**src/rtl/pcdisp_pkg.sv**
```systemverilog
// Shared types and constants for the PC display controller: FSM states,
// active-low 7-segment patterns and the internal BCD digit count.
package pcdisp_pkg;

    typedef enum logic [1:0] {
        IDLE,
        CONV,
        DONE
    } state_t;

    localparam logic [6:0] SEG_BLANK = 7'h7F;
    localparam logic [6:0] SEG_DASH  = 7'h3F;

    localparam logic [6:0] SEG_0 = 7'h40;
    localparam logic [6:0] SEG_1 = 7'h79;
    localparam logic [6:0] SEG_2 = 7'h24;
    localparam logic [6:0] SEG_3 = 7'h30;
    localparam logic [6:0] SEG_4 = 7'h19;
    localparam logic [6:0] SEG_5 = 7'h12;
    localparam logic [6:0] SEG_6 = 7'h02;
    localparam logic [6:0] SEG_7 = 7'h78;
    localparam logic [6:0] SEG_8 = 7'h00;
    localparam logic [6:0] SEG_9 = 7'h10;

    // ceil(width * log10(2)) in fixed point; rounding up only ever adds a spare digit
    function automatic int nbcd(input int width);
        return (width * 30103 + 99999) / 100000;
    endfunction

endpackage

```
**src/rtl/pc_display_ctrl_if.sv**
```systemverilog
// Load/display bus between the core-side driver (master) and the
// PC display controller (slave).
interface pc_display_ctrl_if #(
    parameter int WIDTH  = 9,
    parameter int DIGITS = 3
);
    logic [WIDTH-1:0]    value_i;
    logic                load_i;
    logic                blank_i;
    logic                ready_o;
    logic                done_o;
    logic                neg_o;
    logic                ovf_o;
    logic [7*DIGITS-1:0] seg_o;

    modport master (
        output value_i, load_i, blank_i,
        input  ready_o, done_o, neg_o, ovf_o, seg_o
    );

    modport slave (
        input  value_i, load_i, blank_i,
        output ready_o, done_o, neg_o, ovf_o, seg_o
    );
endinterface

```
**src/rtl/pcdisp_seg_decode.sv**
```systemverilog
// One BCD digit to an active-low 7-segment pattern (bit 6 = g ... bit 0 = a).
module pcdisp_seg_decode
    import pcdisp_pkg::*;
(
    input  logic [3:0] bcd_i,
    output logic [6:0] seg_o
);

    always_comb begin
        case (bcd_i)
            4'd0:    seg_o = SEG_0;
            4'd1:    seg_o = SEG_1;
            4'd2:    seg_o = SEG_2;
            4'd3:    seg_o = SEG_3;
            4'd4:    seg_o = SEG_4;
            4'd5:    seg_o = SEG_5;
            4'd6:    seg_o = SEG_6;
            4'd7:    seg_o = SEG_7;
            4'd8:    seg_o = SEG_8;
            4'd9:    seg_o = SEG_9;
            default: seg_o = SEG_BLANK;
        endcase
    end

endmodule

```
**src/rtl/pc_display_ctrl.sv**
```systemverilog
// Program-counter display controller: iterative double-dabble to DIGITS
// 7-segment digits with sign/overflow flags. Define PCDISP_LZB_EN for leading-zero blanking.
module pc_display_ctrl
    import pcdisp_pkg::*;
#(
    parameter int WIDTH     = 9,
    parameter int DIGITS    = 3,
    parameter bit SIGNED_IN = 1'b1
) (
    input logic              clock,
    input logic              reset_n,
    pc_display_ctrl_if.slave bus
);

    // Never narrower than the display so the digit decoders always have a nibble
    localparam int NB    = (nbcd(WIDTH) > DIGITS) ? nbcd(WIDTH) : DIGITS;
    localparam int CNT_W = $clog2(WIDTH + 1);
    localparam logic [CNT_W-1:0] CNT_INIT = CNT_W'(WIDTH);

    state_t              state_q, state_d;
    logic [WIDTH-1:0]    mag_q, mag_d;
    logic                sign_q, sign_d;
    logic [4*NB-1:0]     bcd_q, bcd_d;
    logic [CNT_W-1:0]    cnt_q, cnt_d;
    logic [7*DIGITS-1:0] seg_q, seg_d;
    logic                neg_q, neg_d;
    logic                ovf_q, ovf_d;
    logic                done_q, done_d;

    logic [4*NB-1:0]     bcd_adj;
    logic [7*DIGITS-1:0] dec_seg;
    logic [7*DIGITS-1:0] disp_c;
    logic                ovf_c;
    logic                seen_nz;

    for (genvar g = 0; g < DIGITS; g++) begin : g_dec
        pcdisp_seg_decode u_dec (
            .bcd_i (bcd_q[4*g +: 4]),
            .seg_o (dec_seg[7*g +: 7])
        );
    end

    always_comb begin
        ovf_c   = 1'b0;
        seen_nz = 1'b0;
        disp_c  = dec_seg;
        for (int i = 0; i < NB; i++) begin
            if (i >= DIGITS && bcd_q[4*i +: 4] != 4'd0) ovf_c = 1'b1;
        end
`ifdef PCDISP_LZB_EN
        for (int k = DIGITS - 1; k >= 0; k--) begin
            if (bcd_q[4*k +: 4] != 4'd0 || k == 0) seen_nz = 1'b1;
            disp_c[7*k +: 7] = seen_nz ? dec_seg[7*k +: 7] : SEG_BLANK;
        end
`endif
        if (ovf_c) disp_c = {DIGITS{SEG_DASH}};
    end

    // Double-dabble correction: any nibble >= 5 would carry wrongly after the shift
    always_comb begin
        bcd_adj = '0;
        for (int i = 0; i < NB; i++) begin
            bcd_adj[4*i +: 4] = (bcd_q[4*i +: 4] >= 4'd5) ? bcd_q[4*i +: 4] + 4'd3
                                                          : bcd_q[4*i +: 4];
        end
    end

    always_comb begin
        state_d = state_q;
        mag_d   = mag_q;
        sign_d  = sign_q;
        bcd_d   = bcd_q;
        cnt_d   = cnt_q;
        seg_d   = seg_q;
        neg_d   = neg_q;
        ovf_d   = ovf_q;
        done_d  = 1'b0;
        case (state_q)
            IDLE: begin
                if (bus.load_i) begin
                    if (SIGNED_IN && bus.value_i[WIDTH-1]) begin
                        mag_d  = -bus.value_i;
                        sign_d = 1'b1;
                    end else begin
                        mag_d  = bus.value_i;
                        sign_d = 1'b0;
                    end
                    bcd_d   = '0;
                    cnt_d   = CNT_INIT;
                    state_d = CONV;
                end
            end
            CONV: begin
                {bcd_d, mag_d} = {bcd_adj, mag_q} << 1;
                cnt_d = cnt_q - 1'b1;
                if (cnt_q == CNT_W'(1)) state_d = DONE;
            end
            DONE: begin
                seg_d   = disp_c;
                ovf_d   = ovf_c;
                neg_d   = sign_q && (bcd_q != '0);
                done_d  = 1'b1;
                state_d = IDLE;
            end
            default: state_d = IDLE;
        endcase
    end

    always_ff @(posedge clock or negedge reset_n) begin
        if (!reset_n) begin
            state_q <= IDLE;
            mag_q   <= '0;
            sign_q  <= 1'b0;
            bcd_q   <= '0;
            cnt_q   <= '0;
            seg_q   <= {DIGITS{SEG_BLANK}};
            neg_q   <= 1'b0;
            ovf_q   <= 1'b0;
            done_q  <= 1'b0;
        end else begin
            state_q <= state_d;
            mag_q   <= mag_d;
            sign_q  <= sign_d;
            bcd_q   <= bcd_d;
            cnt_q   <= cnt_d;
            seg_q   <= seg_d;
            neg_q   <= neg_d;
            ovf_q   <= ovf_d;
            done_q  <= done_d;
        end
    end

    assign bus.ready_o = (state_q == IDLE);
    assign bus.done_o  = done_q;
    assign bus.neg_o   = neg_q;
    assign bus.ovf_o   = ovf_q;
    assign bus.seg_o   = bus.blank_i ? {DIGITS{SEG_BLANK}} : seg_q;

endmodule
```
**src/flat_wrapper.sv**
```systemverilog
// flat-port wrapper written by rule: the top's interface ports become plain ports
module pc_display_ctrl_flat import pcdisp_pkg::*;
#(
    parameter int WIDTH     = 9,
    parameter int DIGITS    = 3,
    parameter bit SIGNED_IN = 1'b1
)
  (clock, reset_n, bus_value_i, bus_load_i, bus_blank_i, bus_ready_o, bus_done_o, bus_neg_o, bus_ovf_o, bus_seg_o);
  pc_display_ctrl_if #(.WIDTH(WIDTH), .DIGITS(DIGITS)) bus_i ();
  input logic clock;
  input logic reset_n;
  input wire logic [$bits(bus_i.value_i)-1:0] bus_value_i;
  input wire logic [$bits(bus_i.load_i)-1:0] bus_load_i;
  input wire logic [$bits(bus_i.blank_i)-1:0] bus_blank_i;
  output wire logic [$bits(bus_i.ready_o)-1:0] bus_ready_o;
  output wire logic [$bits(bus_i.done_o)-1:0] bus_done_o;
  output wire logic [$bits(bus_i.neg_o)-1:0] bus_neg_o;
  output wire logic [$bits(bus_i.ovf_o)-1:0] bus_ovf_o;
  output wire logic [$bits(bus_i.seg_o)-1:0] bus_seg_o;
  assign bus_i.value_i = bus_value_i;
  assign bus_i.load_i = bus_load_i;
  assign bus_i.blank_i = bus_blank_i;
  assign bus_ready_o = bus_i.ready_o;
  assign bus_done_o = bus_i.done_o;
  assign bus_neg_o = bus_i.neg_o;
  assign bus_ovf_o = bus_i.ovf_o;
  assign bus_seg_o = bus_i.seg_o;
  pc_display_ctrl #(.WIDTH(WIDTH), .DIGITS(DIGITS), .SIGNED_IN(SIGNED_IN)) u_core (.clock(clock), .reset_n(reset_n), .bus(bus_i));
endmodule
```
**config.mk**
```make
export PLATFORM = sky130hd
export DESIGN_NAME = pc_display_ctrl_flat
export DESIGN_NICKNAME = d
export VERILOG_FILES = /design/src/rtl/pcdisp_pkg.sv /design/src/rtl/pc_display_ctrl_if.sv /design/src/rtl/pcdisp_seg_decode.sv /design/src/rtl/pc_display_ctrl.sv /design/src/flat_wrapper.sv
export SDC_FILE = /design/constraint.sdc
export NUM_CORES = 1
export LEC_CHECK = 0
export ABC_CLOCK_PERIOD_IN_PS = 4880
export BUFFER_PORTS_ARGS = -buffer_cell sky130_fd_sc_hd__buf_2
export CORE_MARGIN = 8
export CORE_UTILIZATION = 30
export CTS_BUF_LIST = sky130_fd_sc_hd__clkbuf_4 sky130_fd_sc_hd__clkbuf_8
export CTS_CLUSTER_SIZE = 10
export DETAILED_ROUTE_END_ITERATION = 10
export PLACE_DENSITY_LB_ADDON = 0.15
export SYNTH_ARGS = -nofsm -noshare
export SYNTH_HDL_FRONTEND = slang
export SYNTH_SLANG_ARGS = --single-unit
```
**constraint.sdc**
```tcl
create_clock -name clock -period 4.88 [get_ports clock]
set_clock_uncertainty 0.1 [all_clocks]
set_input_delay 0.488 -clock clock [delete_from_list [all_inputs] [get_ports clock]]
set_output_delay 0.488 -clock clock [all_outputs]
set_load 0.1 [all_outputs]
```
Yosys cells after proc, flatten, opt, wreduce, memory -nomap -nowiden
Memory sizes are Yosys's and may differ from the RTL's. A register that Yosys moved wholly into a read port is not among the register bits.
Index checks and enable logic that the tools add are counted.
{"block": "totals", "reg_bits": 30, "romBits": 336, "input_bits": 13, "wordCells": 49, "n_memories": 3}
{"memory": "(name not given)", "words": 16, "word_bits": 7, "read_ports": 1, "rd_ports_with_merged_regs": 1, "write_ports": 0, "line": "pcdisp_seg_decode.sv:10", "text": "case (bcd_i)"}
{"memory": "(name not given)", "words": 16, "word_bits": 7, "read_ports": 1, "rd_ports_with_merged_regs": 1, "write_ports": 0, "line": "pcdisp_seg_decode.sv:10"}
{"memory": "(name not given)", "words": 16, "word_bits": 7, "read_ports": 1, "rd_ports_with_merged_regs": 1, "write_ports": 0, "line": "pcdisp_seg_decode.sv:10"}
{"block": "classes", "n_addsub": 5, "order_cmp": 3, "eq_ne": 5, "muxes": 16, "n_reduce_logical": 10}
{"cell": "12-bit case mux with 2 select lines", "count": 1}
{"cell": "21-bit 2-to-1 mux", "count": 1}
{"cell": "9-bit 2-to-1 mux", "count": 2}
{"cell": "9-bit case mux with 2 select lines", "count": 1}
{"cell": "4-bit by 3-bit greater-or-equal comparator with 1-bit output (second input constant)", "count": 3}
{"cell": "12-bit 2-to-1 mux", "count": 1}
{"cell": "4-bit 2-to-1 mux", "count": 3}
{"cell": "12-bit nonzero test", "count": 1}
{"cell": "9-bit negator", "count": 1}
{"cell": "4-bit by 2-bit adder with 4-bit output (second input constant)", "count": 2}
{"cell": "4-bit case mux with 2 select lines", "count": 1}
{"cell": "2-bit AND reduction", "count": 3}
{"cell": "4-bit by 1-bit equality test with 1-bit output (second input constant)", "count": 1}
{"cell": "2-bit 2-to-1 mux", "count": 2}
{"cell": "2-bit case mux with 2 select lines", "count": 1}
{"cell": "4-bit by 1-bit subtractor with 4-bit output (second input constant)", "count": 1}
{"cell": "3-bit by 2-bit adder with 3-bit output (second input constant)", "count": 1}
{"cell": "1-bit logical NOT", "count": 3}
{"cell": "3-bit 2-to-1 mux", "count": 1}
{"cell": "2-bit by 1-bit equality test with 1-bit output (second input constant)", "count": 1}
{"cell": "2-bit equality test (second input constant)", "count": 1}
{"cell": "2-bit logical NOT", "count": 1}
{"cell": "1-bit 2-to-1 mux", "count": 2}
{"cell": "2-bit by 1-bit inequality test with 1-bit output (second input constant)", "count": 1}
{"cell": "other kinds (3)", "count": 3}

Longest topological paths before layout
Gate-level depths: netlist of run 1.
{"block": "logic_depth", "word_depth": 4, "ltp_mapped": 6, "mapped_depth_nobuf": 6}

Cells and area by module
A second synthesis of run 1 with hierarchy kept.
{"block": "hier_totals", "hier_cells": 326, "area_unflattened_um2": 3191.8}
{"module": "pc_display_ctrl", "n_inst": 1, "cells_each": 229, "area_each_um2": 2571.2, "seq_area_each_um2": 1302.5}
{"module": "pcdisp_seg_decode at u_core.g_dec[1].u_dec ...", "n_inst": 2, "cells_each": 33, "area_each_um2": 210.2, "seq_area_each_um2": 0.0}
{"module": "pcdisp_seg_decode at u_core.g_dec[0].u_dec", "n_inst": 1, "cells_each": 31, "area_each_um2": 200.2, "seq_area_each_um2": 0.0}

Worst setup path before layout of run 1
OpenSTA, ideal clock, no wires.
{"block": "synth_timing", "path_kind": "register -> register", "startpoint": "reg u_core.state_q[0]", "endpoint": "reg u_core.mag_q[8]", "setup_ns": 0.076, "arrival_ns": 1.702, "t_required_ns": 4.704, "path_slack_ns": 3.001, "stages_incl_launch_ff": 5, "path_buffers": 0, "synth_period_minus_slack_ns": 1.879, "path_cell_list": "dfrtp_1 > nor2_4 > nand2_2 > or4b_1 > o21ai_1"}
{"block": "synth_via", "elab_chain_len": 3, "elab_cells_between_ends": 6, "cone_classes": "eq/ne: 2; mux: 1; reduce/logical: 3"}
{"item": "from (decl)", "line": "pc_display_ctrl.sv:20", "text": "state_t state_q, state_d;"}
{"item": "from (signal assigned)", "line": "pc_display_ctrl.sv:121", "text": "state_q <= state_d;"}
{"item": "2-bit logical NOT *"}
{"item": "named net bus_ready_o", "line": "flat_wrapper.sv:15", "text": "output wire logic [$bits(bus_i.ready_o)-1:0] bus_ready_o;"}
{"item": "2-bit inequality test (no line) / 2-bit nonzero test (equally long branches)"}
{"item": "2-bit AND reduction (no line)"}
{"item": "to (signal assigned)", "line": "pc_display_ctrl.sv:122", "text": "mag_q <= mag_d;"}
{"item": "to (decl)", "line": "pc_display_ctrl.sv:21", "text": "logic [WIDTH-1:0] mag_q, mag_d;"}
The timed path passes the listed nets; every way through them passes the cells marked *.
A chain may end at the register's enable or synchronous reset.

Final worst setup path of run 1
{"block": "layout_timing", "startpoint": "reg u_core.state_q[0]", "endpoint": "out bus_ready_o"}
{"block": "layout_via", "elab_chain_len": 1}
{"item": "2-bit logical NOT", "line": "pc_display_ctrl.sv:133", "text": "assign bus.ready_o = (state_q == IDLE);"}
{"item": "to (decl)", "line": "flat_wrapper.sv:15"}
No other way between the ends.

==> results.py, run 1 <==
metrics = {
    "floorplan": {
        "core-area_um2": 9730,
        "fp.dieW_um": 116,
        "die_h_um": 116,
        "fp.dieArea_um2": 13400,
        "io_pins": 38,
        "rows": 36,
        "start_util_pct": 30.8,
    },
    "power_and_ir_drop": {
        "p_sw_share_pct": 49.6,
        "internal_power_w": 0.00121,
        "clock_power_share_pct": 11.5,
        "p_sw_w": 0.00119,
        "pwr-share-comb_pct": 53.0,
        "p_leak_nw": 1.46,
        "p_seq_share_pct": 35.5,
        "peakVddDrop_v": 0.000309,
        "p_per_area_nw_per_um2": 711,
    },
    "place": {
        "gp_congestion": 0.769,
        "dp_hpwl_um": 4760,
        "place_ws_ns": 2.94,
        "io_buffers": 36,
    },
    "synth": {
        "synth.top_cells.by_count": "o21ai_0 (40), nand2_1 (38), dfrtp_1 (30)",
        "synth.avg_cell_area_um2": 9.13,
        "async_reset_ff_share_pct": 100,
        "yosys.area.top_type": "dfrtp_1",
        "synth_area_um2": 3000,
        "syn_nets": 359,
        "yosysSeqAreaShare_pct": 43.5,
        "synth_cells": 328,
        "netlist.area_leader.share_pct": 25.1,
        "synth_cell_types": 42,
        "yosys_warnings": 0,
        "ys.flop_type": "dfrtp_1",
        "synthTopCellsByArea": "dfrtp_1 (25%), dfstp_2 (18%), ha_1 (7.5%)",
        "synth_edf_count": 0,
        "synth_most_common_cell": "o21ai_0",
        "yosys_register_bits": 51,
    },
    "detailed_routing": {
        "wl_um": 6560,
        "drtIter0Drc": 87,
        "vias": 2294,
        "avgRoutedWirePerCell_um": 13.4,
        "drc": 0,
        "first_pass_iters": 6,
        "viasPerCell": 4.70,
        "final_antenna_net_count": 0,
    },
    "clock_network": {
        "clkSlewWorstSetupHoldPaths_ns": 0.09,
        "cts_tree": "done",
        "cts_setup_buffers": 0,
        "holdBufCountCts": 0,
        "cts_sinks": 51,
        "numCtsBuffers": 5,
        "cts_root_buf": "clkbuf_8",
        "clk_latency_ns": 0.30,
        "cts_max_level": 2,
        "cts_resized": 0,
        "clockBufferDepth": 2,
    },
    "critical_path": {
        "crit_fanout": 8,
        "start_kind": "flop",
        "required_ns": 4.29,
        "crit_arrival_ns": 1.39,
        "path_cells": "nor2_4 > buf_2",
        "crit_path_top_delay_cell": "dfrtp_1",
        "crit_type": "reg -> out",
        "worstSetupEndpointType": "output port",
        "crit_path_max_incr_delay_ns": 0.48,
    },
    "layout": {
        "nets": 385,
        "ff_latch_area_um2": 1300,
        "synthToLayoutAreaGrowth_pct": 12.6,
        "nFillCells": 1071,
        "diodes": 0,
        "multi_input_area_um2": 1530,
        "drive_gt1_share_pct": 27.0,
    },
    "grt": {
        "grt_max_degree": 52,
        "antenna_found_initial": 0,
        "grt_usage_pct": 10.4,
        "grt_pass1_vias": 2341,
        "grt_pass1_wl_um": 11400,
        "gr-total-overflow": 0,
    },
    "sta": {
        "period_minus_slack_ns": 1.98,
        "final_max_slew_viol_count": 0,
        "relSlewSlack_pct": 42.2,
        "clock.fmax_ghz": 0.506,
        "fin_crit_sh_pct": 40.5,
        "timing.setup.tns_ns": 0,
        "setup_viol": 0,
        "rsz0062_at_grt": "no",
        "tightest_slew_ns": 0.866,
        "finalHoldViolations": 0,
        "hold_ws_ns": 0.201,
        "fin_ws_ns": 2.90,
    },
    "hold_path": {
        "hp-class": "in -> async",
    },
    "flow_run": {
        "maxCapViolations": 0,
    },
    "status": {
        "status": "complete, no violations",
    },
}
==> logic make-up (layout without fill, tap and decap cells) <==
| group | after synthesis | count (layout) | synth area share, % |
|---|---|---|---|
| AND/OR/NAND/NOR | 110 | 110 | 18.9 |
| adder cells (fa/ha/maj) | 18 | 18 | 7.52 |
| AO/OA/AOI/OAI | 93 | 93 | 19.0 |
| buffers and inverters | 37 | 64 | 5.30 |
| other | 1 | 1 | 0.125 |
| multiplexers | 6 | 6 | 2.17 |
| XOR/XNOR | 12 | 12 | 3.51 |
| flip-flops | 51 | 51 | 43.5 |
==> power by group through the flow <==
stage	clock, W	combinational [W]	sequential (W)
6_report	0.000275	0.00127	0.000851
3_3_place_gp	0	0.00127	0.000864
4_1_cts	0.000288	0.00129	0.000854
3_5_place_dp	0	0.00128	0.000862
2_1_floorplan	0	0.00111	0.000802
5_1_grt	0.000302	0.00141	0.000892
==> state kept, by name, summed over array words and instances, names as in the netlist <==
signal / count
u_core.bcd_q: 12
u_core.bus.done_o: 1
u_core.mag_q: 9
u_core.state_q: 2
u_core.cnt_q: 4
u_core.bus.neg_o: 1
u_core.sign_q: 1
u_core.seg_q: 21
==> final timing paths <==
check | from | end | slack, ns | cells past startpoint
setup / recovery | u_core.state_q[0] | bus_ready_o | 2.90 | 2
hold / removal | reset_n | u_core.bus.done_o | 0.20 | 2
setup reg to reg | u_core.bcd_q[1] | u_core.bcd_q[2] | 2.99 | 6
hold reg to reg | u_core.seg_q[8] | u_core.seg_q[8] | 0.37 | 2
max in group asynchronous | reset_n | u_core.cnt_q[3] | 4.05 | 2
min in group clock | u_core.seg_q[8] | u_core.seg_q[8] | 0.37 | 2
==> critical path: cells and delay by family (launching register included) <==
family,cells,cell delay [ns]
AND/OR/NAND/NOR,1,0.16
flip-flops,1,0.48
buffers and inverters,1,0.44
==> placed cells by master (no fill, tap or decap), drive strengths merged <==
master / synthesis / final
o21bai: 2 / 2
and3: 2 / 2
or4b: 1 / 1
o2bb2ai: 1 / 1
ha: 18 / 18
buf: 14 / 39
xor2: 2 / 2
or2: 21 / 21
nand2b: 9 / 9
mux2i: 2 / 2
nor3: 5 / 5
conb: 1 / 1
or4: 1 / 1
nor4: 2 / 2
nor3b: 4 / 4
o221ai: 2 / 2
o211ai: 1 / 1
xnor2: 10 / 10
and2: 1 / 1
dfrtp: 30 / 30
nor2b: 2 / 2
clkbuf: 6 / 8
o31ai: 6 / 6
nand3: 7 / 7
a22oi: 7 / 7
inv: 17 / 17
nor2: 14 / 14
mux2: 4 / 4
dfstp: 21 / 21
a21boi: 3 / 3
a221o: 3 / 3
o22ai: 3 / 3
o22a: 6 / 6
o21ai: 43 / 43
nand2: 39 / 39
a21oi: 16 / 16
nor4b: 2 / 2
==> final cells by class <==
class	instances	area share (%)
tap	133	4.93
clock buffer	8	3.08
sequential	51	38.6
multi-input combinational	240	45.5
timing repair buffer	39	6.01
inverter	17	1.89
==> routing by layer <==
metal	global-route usage (%)	vias to the layer above	part of all wire, %
met3	2.50	6	5.4
met5	0	-	0
met2	15.8	37	42
li1	-	1182	-
met4	2.59	0	0.96
met1	14.3	1069	52
==> metrics by stage <==
stage | util, % | power [W] | cell area (um2) | cells
6_report | 34.7 | 0.00240 | 3370 | 488
5_1_grt | 34.7 | 0.00261 | 3370 | 488
4_1_cts | 34.7 | 0.00243 | 3370 | 488
3_5_place_dp | 33.6 | 0.00214 | 3270 | 480
3_3_place_gp | 33.6 | 0.00214 | 3270 | 480
2_1_floorplan | - | 0.00191 | 3000 | 328
(Power assumes the default switching activity.)
==> run 2, diff against run 1 <==
--- a/config.mk
+++ b/config.mk
@@ -5,7 +5,7 @@
 export SDC_FILE = /design/constraint.sdc
 export NUM_CORES = 1
 export LEC_CHECK = 0
-export ABC_CLOCK_PERIOD_IN_PS = 4880
+export ABC_CLOCK_PERIOD_IN_PS = 1800
 export BUFFER_PORTS_ARGS = -buffer_cell sky130_fd_sc_hd__buf_2
 export CORE_MARGIN = 8
 export CORE_UTILIZATION = 30
==> constraint.sdc (replaced) <==
create_clock -name clock -period 1.8 [get_ports clock]
set_clock_uncertainty 0.1 [all_clocks]
set_input_delay 0.18 -clock clock [delete_from_list [all_inputs] [get_ports clock]]
set_output_delay 0.18 -clock clock [all_outputs]
set_load 0.1 [all_outputs]
==> results.py, run 2 (synthesized netlist as in run 1, its figures left out) <==
metrics = {
    "sta": {
        "rsz0062_at_grt": "no",
        "finalHoldViolations": 0,
        "fin_crit_sh_pct": 94.1,
        "period_minus_slack_ns": 1.69,
        "final_max_slew_viol_count": 0,
        "fin_ws_ns": 0.106,
        "clock.fmax_ghz": 0.590,
        "hold_ws_ns": 0.0531,
        "setup_viol": 0,
    },
    "grt": {
        "grt_max_degree": 52,
        "global_route.usage.met2_pct": 15.1,
        "grt_pass1_wl_um": 11300,
        "grtUsageMet3_pct": 2.87,
        "use_met1_pct": 14.8,
        "grt_pass1_vias": 2269,
        "gr-total-overflow": 0,
        "antenna_found_initial": 0,
        "grt_usage_pct": 10.5,
        "grt-busiest-layer": "met2",
    },
    "floorplan": {
        "fp.dieW_um": 116,
        "die_h_um": 116,
        "io_pins": 38,
        "core-area_um2": 9730,
        "rows": 36,
        "start_util_pct": 30.8,
        "fp.dieArea_um2": 13400,
    },
    "power_and_ir_drop": {
        "p_sw_w": 0.00328,
        "p_seq_share_pct": 32.4,
        "p_per_area_nw_per_um2": 1940,
        "p_sw_share_pct": 48.0,
        "p_leak_nw": 1.53,
        "peakVddDrop_v": 0.000717,
        "internal_power_w": 0.00355,
        "total_power_w": 0.00683,
        "pwr-share-comb_pct": 55.6,
        "clock_power_share_pct": 12.0,
    },
    "critical_path": {
        "reg2reg_depth": 6,
        "worstSetupEndpointType": "output port",
        "crit_arrival_ns": 1.41,
        "crit_fanout": 7,
        "crit_type": "reg -> out",
        "start_kind": "flop",
        "required_ns": 1.52,
    },
    "detailed_routing": {
        "final_antenna_net_count": 0,
        "drtIter0Drc": 68,
        "viasPerCell": 4.70,
        "drc": 0,
        "avgRoutedWirePerCell_um": 13.4,
        "wl_um": 6680,
        "vias": 2350,
        "first_pass_iters": 4,
    },
    "layout": {
        "final_util_pct": 36.2,
        "synthToLayoutAreaGrowth_pct": 17.6,
        "final_cell_mix": "o21ai_0 (40), nand2_1 (38), buf_2 (36)",
        "top_register": "u_core.seg_q",
        "final_cell_count_no_fill": 500,
        "ff_latch_area_um2": 1300,
        "drive_gt1_share_pct": 30.8,
        "largest_reg_flops": 21,
        "diodes": 0,
        "nFillCells": 1042,
        "final_common_cell": "o21ai_0",
        "multi_input_area_um2": 1550,
        "largestRegisters": "u_core.seg_q x21, u_core.bcd_q x12, u_core.mag_q x9",
        "nets": 397,
    },
    "clock_network": {
        "cts_root_buf": "clkbuf_8",
        "numCtsBuffers": 5,
        "clockBufferDepth": 2,
        "cts_tree": "done",
        "clkSlewWorstSetupHoldPaths_ns": 0.10,
        "cts_sinks": 51,
        "clk_latency_ns": 0.30,
        "cts_max_level": 2,
    },
    "flow_run": {
        "maxCapViolations": 0,
    },
    "place": {
        "dp_hpwl_um": 4890,
        "place_ws_ns": 0.0642,
        "io_buffers": 36,
        "gp_congestion": 0.793,
        "dp.cells": 491,
    },
    "hold_path": {
        "hold_depth": 3,
        "hp-class": "in -> reg",
    },
    "status": {
        "status": "complete, no violations",
    },
}
## run 2: cell types whose count changed in the layout (fill, tap and decap cells not counted), sizes merged
cell,change
dlygate4sd3,+1
clkbuf,-1
buf,+11
bufinv,+1
## run 2: worst max-delay path, cell delays in order (launching register included)
cell and delay [ns]:
dfrtp_1 0.49, nor2_4 0.17, buf_2 0.44
## run 2: timing repair
action | CTS | global route
hold buffers | 1 | 0
endpoints found under the hold margin | 30 | 0
resized for setup | 0 | 6
endpoints found under the setup margin | 0 | 9
setup buffers | 0 | 0
## run 2: path summary, 6_finish.rpt
| kind | start | to | slack [ns] |
|---|---|---|---|
| min reg2reg | u_core.seg_q[2] | u_core.seg_q[2] | 0.37 |
| min in group asynchronous | reset_n | u_core.bcd_q[2] | 0.30 |
| max | u_core.state_q[1] | bus_ready_o | 0.11 |
| max in group asynchronous | reset_n | u_core.seg_q[1] | 1.02 |
| max reg2reg | u_core.bcd_q[0] | u_core.bcd_q[2] | 0.14 |
| min | bus_value_i[7] | u_core.mag_q[8] | 0.05 |
## run 2: power by group through the flow
stage | Sequential, W | Clock (W) | Combinational [W]
6_report | 0.00221 | 0.000821 | 0.00380
5_1_grt | 0.00229 | 0.000909 | 0.00423
4_1_cts | 0.00220 | 0.000863 | 0.00381
3_5_place_dp | 0.00223 | 0 | 0.00380
3_3_place_gp | 0.00222 | 0 | 0.00378
2_1_floorplan | 0.00217 | 0 | 0.00299
## run 2: metrics by stage
stage	instance area, um2	setup TNS, ns
finish	3520	0
global route	3520	0
CTS	3500	0
detailed placement	3380	0
global placement	3380	0
floorplan	3000	-0.0622
## run 2: routing by layer
layer,vias up,wire length [um]
met4,0,76
met1,1089,3480
met3,5,379
met5,-,0
li1,1208,-
met2,48,2740
## run 2: cell type report
| class | instances | area share (%) |
|---|---|---|
| inverters | 17 | 1.81 |
| multi-input cells | 240 | 44.1 |
| clock inverters | 1 | 0.853 |
| clock buffers | 7 | 2.38 |
| flip-flops and latches | 51 | 37.0 |
| repair buffers | 51 | 9.09 |
| well taps | 133 | 4.72 |
==> run 3, diff against run 2 <==
--- a/config.mk
+++ b/config.mk
@@ -6,12 +6,12 @@
 export NUM_CORES = 1
 export LEC_CHECK = 0
 export ABC_CLOCK_PERIOD_IN_PS = 1800
-export BUFFER_PORTS_ARGS = -buffer_cell sky130_fd_sc_hd__buf_2
 export CORE_MARGIN = 8
 export CORE_UTILIZATION = 30
 export CTS_BUF_LIST = sky130_fd_sc_hd__clkbuf_4 sky130_fd_sc_hd__clkbuf_8
 export CTS_CLUSTER_SIZE = 10
 export DETAILED_ROUTE_END_ITERATION = 10
+export DONT_BUFFER_PORTS = 1
 export PLACE_DENSITY_LB_ADDON = 0.15
 export SYNTH_ARGS = -nofsm -noshare
 export SYNTH_HDL_FRONTEND = slang
==> results.py, run 3 (synthesized netlist as in run 1, its figures left out) <==
metrics = {
    "hold_path": {
        "hold-path-endpoint": "u_core.mag_q[8]",
        "hp-class": "in -> reg",
        "hold_depth": 3,
        "hp-start": "bus_load_i",
    },
    "detailed_routing": {
        "avgRoutedWirePerCell_um": 14.1,
        "vias": 2308,
        "final_antenna_net_count": 0,
        "drc": 0,
        "first_pass_iters": 4,
        "wl_um": 6700,
        "drtIter0Drc": 86,
        "viasPerCell": 4.85,
    },
    "floorplan": {
        "fp.dieArea_um2": 13400,
        "io_pins": 38,
        "fp.dieW_um": 116,
        "start_util_pct": 30.8,
        "core-area_um2": 9730,
        "die_h_um": 116,
        "rows": 36,
    },
    "critical_path": {
        "crit_fanout": 5,
        "crit_path_top_delay_cell": "dfrtp_1",
        "r2r_slack_ns": 0.11,
        "worstSetupEndpointType": "flop",
        "path_cells": "inv_1 > ha_1 > ha_1 > o21bai_1 > a22oi_1 > o21ai_0",
        "r2r_start": "u_core.bcd_q[1]",
        "critPathMostFrequentCell": "ha_1",
        "reg2reg_depth": 6,
        "crit_arrival_ns": 1.78,
        "crit_path_max_incr_delay_ns": 0.39,
        "required_ns": 1.88,
        "crit_type": "reg -> reg",
        "worstReg2RegEnd": "u_core.bcd_q[3]",
        "start_kind": "flop",
    },
    "clock_network": {
        "cts_max_level": 2,
        "cts_sinks": 51,
        "numCtsBuffers": 5,
        "cts_tree": "done",
        "cts_root_buf": "clkbuf_8",
        "clkSlewWorstSetupHoldPaths_ns": 0.10,
        "clockBufferDepth": 2,
        "clk_latency_ns": 0.30,
    },
    "layout": {
        "largestRegisters": "u_core.seg_q x21, u_core.bcd_q x12, u_core.mag_q x9",
        "final_cell_mix": "o21ai_0 (40), nand2_1 (38), dfrtp_1 (30)",
        "drive_gt1_share_pct": 22.7,
        "ff_latch_area_um2": 1300,
        "diodes": 0,
        "synthToLayoutAreaGrowth_pct": 16.0,
        "nets": 373,
        "largest_reg_flops": 21,
        "final_common_cell": "o21ai_0",
        "multi_input_area_um2": 1540,
        "final_util_pct": 35.7,
        "top_register": "u_core.seg_q",
        "nFillCells": 1019,
    },
    "sta": {
        "clock.fmax_ghz": 0.591,
        "setup_viol": 0,
        "final_max_slew_viol_count": 0,
        "rsz0062_at_grt": "no",
        "fin_ws_ns": 0.109,
        "finalHoldViolations": 0,
        "relSlewSlack_pct": 65.3,
        "tightest_slew_ns": 0.524,
        "period_minus_slack_ns": 1.69,
        "timing.setup.tns_ns": 0,
        "fin_crit_sh_pct": 94.0,
    },
    "place": {
        "place_ws_ns": 0.0993,
        "io_buffers": 0,
        "gp_congestion": 0.786,
        "dp_hpwl_um": 4760,
    },
    "power_and_ir_drop": {
        "total_power_w": 0.00692,
        "p_leak_nw": 1.45,
        "peakVddDrop_v": 0.000745,
        "p_per_area_nw_per_um2": 1990,
    },
    "flow_run": {
        "maxCapViolations": 0,
    },
    "grt": {
        "grt_pass1_vias": 2211,
        "grt_usage_pct": 10.6,
        "grt_max_degree": 52,
        "grt_pass1_wl_um": 11500,
        "gr-total-overflow": 0,
        "antenna_found_initial": 0,
    },
    "status": {
        "status": "complete, no violations",
    },
}
## run 3: routing by layer
metal	part of all wire [%]	wire length (um)	global-route usage, %	vias up
met4	0.75	50	2.85	0
met3	6.2	413	2.87	4
met2	42	2820	15.6	61
li1	-	-	-	1159
met5	0	0	0	-
met1	51	3420	15.0	1084
## run 3: where the power goes
group | total [W] | internal [W] | leakage [nW] | switching, W
Clock | 0.000953 | 0.000556 | 0.0687 | 0.000397
Sequential | 0.00223 | 0.00179 | 0.602 | 0.000441
Combinational | 0.00374 | 0.00127 | 0.780 | 0.00247
Total | 0.00692 | 0.00361 | 1.45 | 0.00331
## run 3: area by class of cell
cell class                 count  share of cell area, %
sequential                    51                   37.5
tap                          133                   4.79
multi-input combinational    240                   44.4
clock inverter                 3                   1.91
clock buffer                   5                   1.98
inverter                      17                   1.94
timing repair buffer          27                   7.49
## run 3: worst max-delay path, delay by kind of cell (launching register included)
kind / cells / cell delay (ns)
buf+inv: 1 / 0.14
compound gates: 3 / 0.39
fa+ha+maj: 2 / 0.56
flops: 1 / 0.39
## run 3: stage by stage
step,hold slack [ns],cell area [um2],std cells
2_1_floorplan,-0.216,3000,328
3_3_place_gp,-0.212,3200,457
3_5_place_dp,-0.213,3200,457
4_1_cts,0.0143,3460,476
5_1_grt,0.0231,3480,476
6_report,0.0252,3480,476
## run 3: repair_timing
| item | CTS | global route |
|---|---|---|
| hold buffers | 11 | 0 |
| resized for setup | 0 | 4 |
| endpoints found under the setup margin | 0 | 6 |
| setup buffers | 0 | 0 |
| hold endpoints to repair | 60 | 0 |
## run 3: worst max path at each step
stage                                  from               end  slack, ns  depth (start not counted)
after global placement      u_core.bcd_q[8]  u_core.bcd_q[10]       0.14                          6
after detailed placement    u_core.bcd_q[0]   u_core.bcd_q[2]        0.1                          6
final                       u_core.bcd_q[1]   u_core.bcd_q[3]       0.11                          6
after floorplan           u_core.state_q[1]   u_core.mag_q[8]      -0.06                          4
after CTS                   u_core.bcd_q[0]   u_core.bcd_q[2]       0.08                          6
after global routing        u_core.bcd_q[8]  u_core.bcd_q[10]      0.007                          6
